[src/rtl/rotary_quadrature_decoder.sv]
// Rotary encoder front end: 2-flop synchronizers, per-channel persistence filters
// and a detent-to-detent quadrature FSM producing events, direction and a position count.
module rotary_quadrature_decoder #(
   parameter int FILTER_CYCLES = 50000,
   parameter int CNT_W         = 16
) (
   input  logic       clk,
   input  logic       reset,
   input  logic       rotary_a,
   input  logic       rotary_b,
   output logic       rotary_event,
   output logic       rotary_left,
   output logic [7:0] position,
   output logic       seq_error,
   output logic       a_filt,
   output logic       b_filt,
   output logic [2:0] o_fsm_state
);

   localparam logic [2:0] S_IDLE   = 3'd0;
   localparam logic [2:0] S_R1     = 3'd1;
   localparam logic [2:0] S_R2     = 3'd2;
   localparam logic [2:0] S_R3     = 3'd3;
   localparam logic [2:0] S_L1     = 3'd4;
   localparam logic [2:0] S_L2     = 3'd5;
   localparam logic [2:0] S_L3     = 3'd6;
   localparam logic [2:0] S_RESYNC = 3'd7;

   localparam logic [CNT_W-1:0] C_LAST = CNT_W'(FILTER_CYCLES - 1);
   localparam logic [CNT_W-1:0] C_ONE  = CNT_W'(1);

   // Channel vectors are packed as {A, B}.
   logic [1:0]       r_sync1;
   logic [1:0]       r_sync2;
   logic [1:0]       r_filt;
   logic [CNT_W-1:0] r_cnt [2];

   logic [2:0] r_state;
   logic       r_event;
   logic       r_left;
   logic [7:0] r_pos;
   logic       r_err;

   logic [2:0] w_next;
   logic       w_event;
   logic       w_left;
   logic       w_err;

   always_ff @(posedge clk or negedge reset) begin
      if (!reset) begin
         r_sync1 <= 2'b11;
         r_sync2 <= 2'b11;
      end else begin
         r_sync1 <= {rotary_a, rotary_b};
         r_sync2 <= r_sync1;
      end
   end

   // A channel's filtered value moves only after FILTER_CYCLES consecutive disagreeing samples.
   always_ff @(posedge clk or negedge reset) begin
      if (!reset) begin
         r_filt <= 2'b11;
         for (int i = 0; i < 2; i++) r_cnt[i] <= '0;
      end else begin
         for (int i = 0; i < 2; i++) begin
            if (r_sync2[i] == r_filt[i]) begin
               r_cnt[i] <= '0;
            end else if (r_cnt[i] == C_LAST) begin
               r_filt[i] <= r_sync2[i];
               r_cnt[i]  <= '0;
            end else begin
               r_cnt[i] <= r_cnt[i] + C_ONE;
            end
         end
      end
   end

   always_comb begin
      w_next  = r_state;
      w_event = 1'b0;
      w_left  = 1'b0;
      w_err   = 1'b0;
      case (r_state)
         S_IDLE: case (r_filt)
            2'b01:   w_next = S_R1;
            2'b10:   w_next = S_L1;
            2'b00:   begin w_next = S_RESYNC; w_err = 1'b1; end
            default: ;
         endcase
         S_R1: case (r_filt)
            2'b00:   w_next = S_R2;
            2'b11:   w_next = S_IDLE;
            2'b10:   begin w_next = S_RESYNC; w_err = 1'b1; end
            default: ;
         endcase
         S_R2: case (r_filt)
            2'b10:   w_next = S_R3;
            2'b01:   w_next = S_R1;
            2'b11:   begin w_next = S_RESYNC; w_err = 1'b1; end
            default: ;
         endcase
         S_R3: case (r_filt)
            2'b11:   begin w_next = S_IDLE; w_event = 1'b1; w_left = 1'b0; end
            2'b00:   w_next = S_R2;
            2'b01:   begin w_next = S_RESYNC; w_err = 1'b1; end
            default: ;
         endcase
         S_L1: case (r_filt)
            2'b00:   w_next = S_L2;
            2'b11:   w_next = S_IDLE;
            2'b01:   begin w_next = S_RESYNC; w_err = 1'b1; end
            default: ;
         endcase
         S_L2: case (r_filt)
            2'b01:   w_next = S_L3;
            2'b10:   w_next = S_L1;
            2'b11:   begin w_next = S_RESYNC; w_err = 1'b1; end
            default: ;
         endcase
         S_L3: case (r_filt)
            2'b11:   begin w_next = S_IDLE; w_event = 1'b1; w_left = 1'b1; end
            2'b00:   w_next = S_L2;
            2'b10:   begin w_next = S_RESYNC; w_err = 1'b1; end
            default: ;
         endcase
         // Errors are reported once on entry; here we only wait for the detent.
         S_RESYNC: if (r_filt == 2'b11) w_next = S_IDLE;
         default:  w_next = S_IDLE;
      endcase
   end

   always_ff @(posedge clk or negedge reset) begin
      if (!reset) begin
         r_state <= S_IDLE;
         r_event <= 1'b0;
         r_left  <= 1'b0;
         r_pos   <= 8'd0;
         r_err   <= 1'b0;
      end else begin
         r_state <= w_next;
         r_event <= w_event;
         r_err   <= w_err;
         if (w_event) begin
            r_left <= w_left;
            r_pos  <= w_left ? (r_pos - 8'd1) : (r_pos + 8'd1);
         end
      end
   end

   assign rotary_event = r_event;
   assign rotary_left  = r_left;
   assign position     = r_pos;
   assign seq_error    = r_err;
   assign a_filt       = r_filt[1];
   assign b_filt       = r_filt[0];
   assign o_fsm_state  = r_state;

endmodule

[config.mk]
export PLATFORM = sky130hd
export DESIGN_NAME = rotary_quadrature_decoder
export DESIGN_NICKNAME = d
export VERILOG_FILES = /design/src/rtl/rotary_quadrature_decoder.sv
export SDC_FILE = /design/constraint.sdc
export NUM_CORES = 1
export LEC_CHECK = 0
export ABC_AREA = 1
export CAP_MARGIN = 5
export CORE_UTILIZATION = 32
export DETAILED_ROUTE_END_ITERATION = 12
export GPL_ROUTABILITY_DRIVEN = 0
export GPL_TIMING_DRIVEN = 1
export REMOVE_ABC_BUFFERS = 1
export SETUP_SLACK_MARGIN = 0.3
export SYNTH_ARGS = -nofsm -noshare
export SYNTH_HDL_FRONTEND = slang
export SYNTH_SLANG_ARGS = --single-unit
export TNS_END_PERCENT = 1
[constraint.sdc]
create_clock -name clk -period 5.35 [get_ports clk]
set_clock_uncertainty 0.15 [all_clocks]
set_input_delay 1.605 -clock clk [delete_from_list [all_inputs] [get_ports clk]]
set_output_delay 1.605 -clock clk [all_outputs]
set_load 0.1 [all_outputs]
==> results.md <==
- Most numerous cell in the Yosys netlist: nand2_1
- Num CTS Buffers: 5
- Setup TNS: 0 ps
- Diodes inserted: 0
- Period minus WS final: 3850 ps
- Most used DFF post-synth: dfrtp_1
- Post-route DRC: 0
- Adder-cell share of the synthesized area: 0.0396
- Initial antenna violation count: 0
- Worst-path fanout max: 7
- Max Slew Vio Count: 0
- #FFs+latches synth: 52
- Headroom to the max-slew limit: 0.330
- First-pass GRT wire length: 11500 um
- PD cells: 185 nW/um2
- # rows: 35
- Reg2reg end: position[6]
- Core box area: about 9400 um2
- Final HPWL DP: 4880 um
- Ports: 20
- HP Class: reg2reg
- Post_cts resized: 0
- R2r worst-path depth: 13
- Worst path top cell family by delay: buffers and inverters
- Vias in the first global route: 2459
- Largest net degree at the start of global routing: 53
- Peak Freq: 260 MHz
- Yosys cell types: 38
- Dpl cells: 558
- Final period util: 0.720
- Crit path kind: reg2out
- WL/cell: 11.6 um
- Hold path start: r_sync1[1]
- Antenna Nets Post-Route: 0
- Layout Cells excl Fill: 566
- Worst setup SP type: register
- Area leader, netlist: dfrtp_1
- Synthesized area per cell: 7.66 um2
- Layout area overhead: 12.9%
- Largest family of logic cells by synthesized area: simple AND/OR/NAND/NOR gates
- Status: completed
- Post-synth EDFFs: 0
- Cts hold-fix bufs: 0
- Simple-gate portion of the synthesized area: 0.338
- # nets final: 450
- Layout filler cell count: 1011
- Max cap viols: 0
- Seq/Total Area, Yosys: 0.414
- RSZ-0062 raised after global routing: false
- Avg Vias per Cell: 4.69
- Chip height: slightly above 100 um
- Mux cell area share after synthesis: 0
- Peak supply drop: around 0.00011 V
- Area share of the largest cell type after synthesis: 0.364
- Synthesized cell area: between 3000 and 4000 um2
- Final setup fails: 0
- Port bufs: 19
- Critical Path RT: between 3000 and 4000 ps
- Clock buffer depth: 2
- Worst path buffer plus inverter count: 1
- Worst setup path endpoint: b_filt
- CTS root buffer: clkbuf_8
- Final hold viol count: 0
- Async set-reset flop share out of synthesis: 1.00
- CP max stage delay: 1170 ps
- Synth Area in Compound Gates: 0.0827
- Syn Inst Count: 413
- CP cell instances: clkdlybuf4s50_1
- Crit path from: r_filt[0]
- CP max-delay cell: clkdlybuf4s50_1
- Worst reg2reg path startpoint: r_filt[0]
- CP arrival: approximately 2100 ps
- Main area contributors after synthesis: dfrtp_1, nand2_1, inv_1
- Fraction of layout cells with a size suffix above 1: 0.101
- Clk_lat worst skew: 310 ps
- R2R Setup Slk: 2470 ps
- CTS tree: built
- Synth Area in XOR/XNOR: 0.0332
- Drt first pass iters: 4
- Yosys warnings: 0
- Crit path depth: 1
- DIE AREA: 10300 um2
- Grt total ovfl: 0
- # clock sinks: 52
- CP endpoint kind: output pin
- Leakage power: 1.61 nW
- Via count: 2657
- Total track usage: 0.141
- Initial Utilization: 0.336
- Die width: around 100 um
- Drt total wl: 6580 um
- 1st-iter DRT viols: 164
- Post-CTS setup buffers: 0
- Worst-path clk slew: 90 ps
- Most common library cells after synthesis: nand2_1, inv_1, nor2_1, dfrtp_1, nand3_1
- Measured slew at the worst slew-check pin: 1000 ps
- H-tree depth: 2
how the worst min path moves through the flow:
stage                       to  slack [ps]  cells after the start
finish              r_sync2[1]         210                      0
global route        r_sync2[1]         220                      0
CTS                 r_sync2[1]         210                      0
detailed placement  r_sync2[1]         200                      0
global placement    r_sync2[0]         200                      0
floorplan           r_sync2[0]         200                      0
cell type report:
class | count | area [um2] | share of cell area
Multi-Input combinational cell | 290 | 1560 | 0.438
Sequential cell | 52 | 1310 | 0.367
Timing Repair Buffer | 20 | 193 | 0.0540
Tap cell | 129 | 161 | 0.0452
Clock inverter | 2 | 10.0 | 0.00281
Inverter | 67 | 251 | 0.0705
Clock buffer | 6 | 82.6 | 0.0231
registers in the layout, indices dropped and copies added (netlist names):
signal	count
rotary_left	1
rotary_event	1
o_fsm_state	3
position	8
seq_error	1
r_sync1	2
r_cnt	32
r_filt	2
r_sync2	2
through the flow:
stage / utilization / setup WS (ps) / instance area (um2) / power, mW / hold WS, ps
after global placement: 0.369 / 1840 / 3480 / 0.434 / 197
final: 0.379 / 1500 / 3570 / 0.660 / 210
after floorplan: - / 2500 / 3120 / 0.420 / 195
after CTS: 0.379 / 1470 / 3570 / 0.674 / 212
after global routing: 0.379 / 1430 / 3570 / 0.694 / 220
after detailed placement: 0.369 / 1820 / 3480 / 0.435 / 197
cells in the final DEF (no fill, tap or decap):
cell type	Yosys	final
o21ai_1	2	2
xor2_1	9	9
nand2_4	2	2
o21bai_4	1	1
nor4_1	7	7
or2_2	1	1
nor2_1	47	47
nand4_2	1	1
o2111ai_1	1	1
o21a_1	1	1
xnor2_1	3	3
buf_2	0	1
o21ai_4	1	1
clkdlybuf4s50_1	0	18
nand3_1	25	25
nor3_1	12	12
nor2_2	3	3
nor2_4	2	2
inv_1	63	63
o21ai_0	17	17
nor3b_1	2	2
or2_0	3	3
o22ai_1	1	1
nand3_2	2	2
nand2_2	4	4
a31oi_1	1	1
a21oi_1	17	17
clkbuf_8	1	6
a41oi_1	2	2
inv_2	4	4
dfstp_2	6	6
dfrtp_1	46	46
buf_4	2	1
clkinv_2	0	2
or2_1	2	2
nand4_1	9	9
ha_1	10	10
nor4_2	3	3
nor3_2	4	4
nand2_1	95	95
report_power, final:
group | switching [mW] | internal, mW | leakage (nW)
logic | 0.0161 | 0.00697 | 0.877
registers | 0.00343 | 0.399 | 0.685
clock network | 0.131 | 0.104 | 0.0510
total | 0.150 | 0.510 | 1.61
routing by layer:
| layer | wire, um | GRT usage | vias to the layer above |
|---|---|---|---|
| li1 | - | - | 1367 |
| met1 | 3230 | 0.192 | 1222 |
| met2 | 2930 | 0.223 | 62 |
| met3 | 339 | 0.0304 | 6 |
| met4 | 79 | 0.0446 | 0 |
| met5 | 0 | 0 | - |
logic make-up (layout without fill, tap and decap cells):
logic type,count (synthesis),count (layout)
adder cells (fa/ha/maj),10,10
flip-flops,52,52
AND/OR/NAND/NOR,224,224
XOR/XNOR,12,12
AO/OA/AOI/OAI,44,44
buffers and inverters,71,95
(Power assumes the default switching activity.)
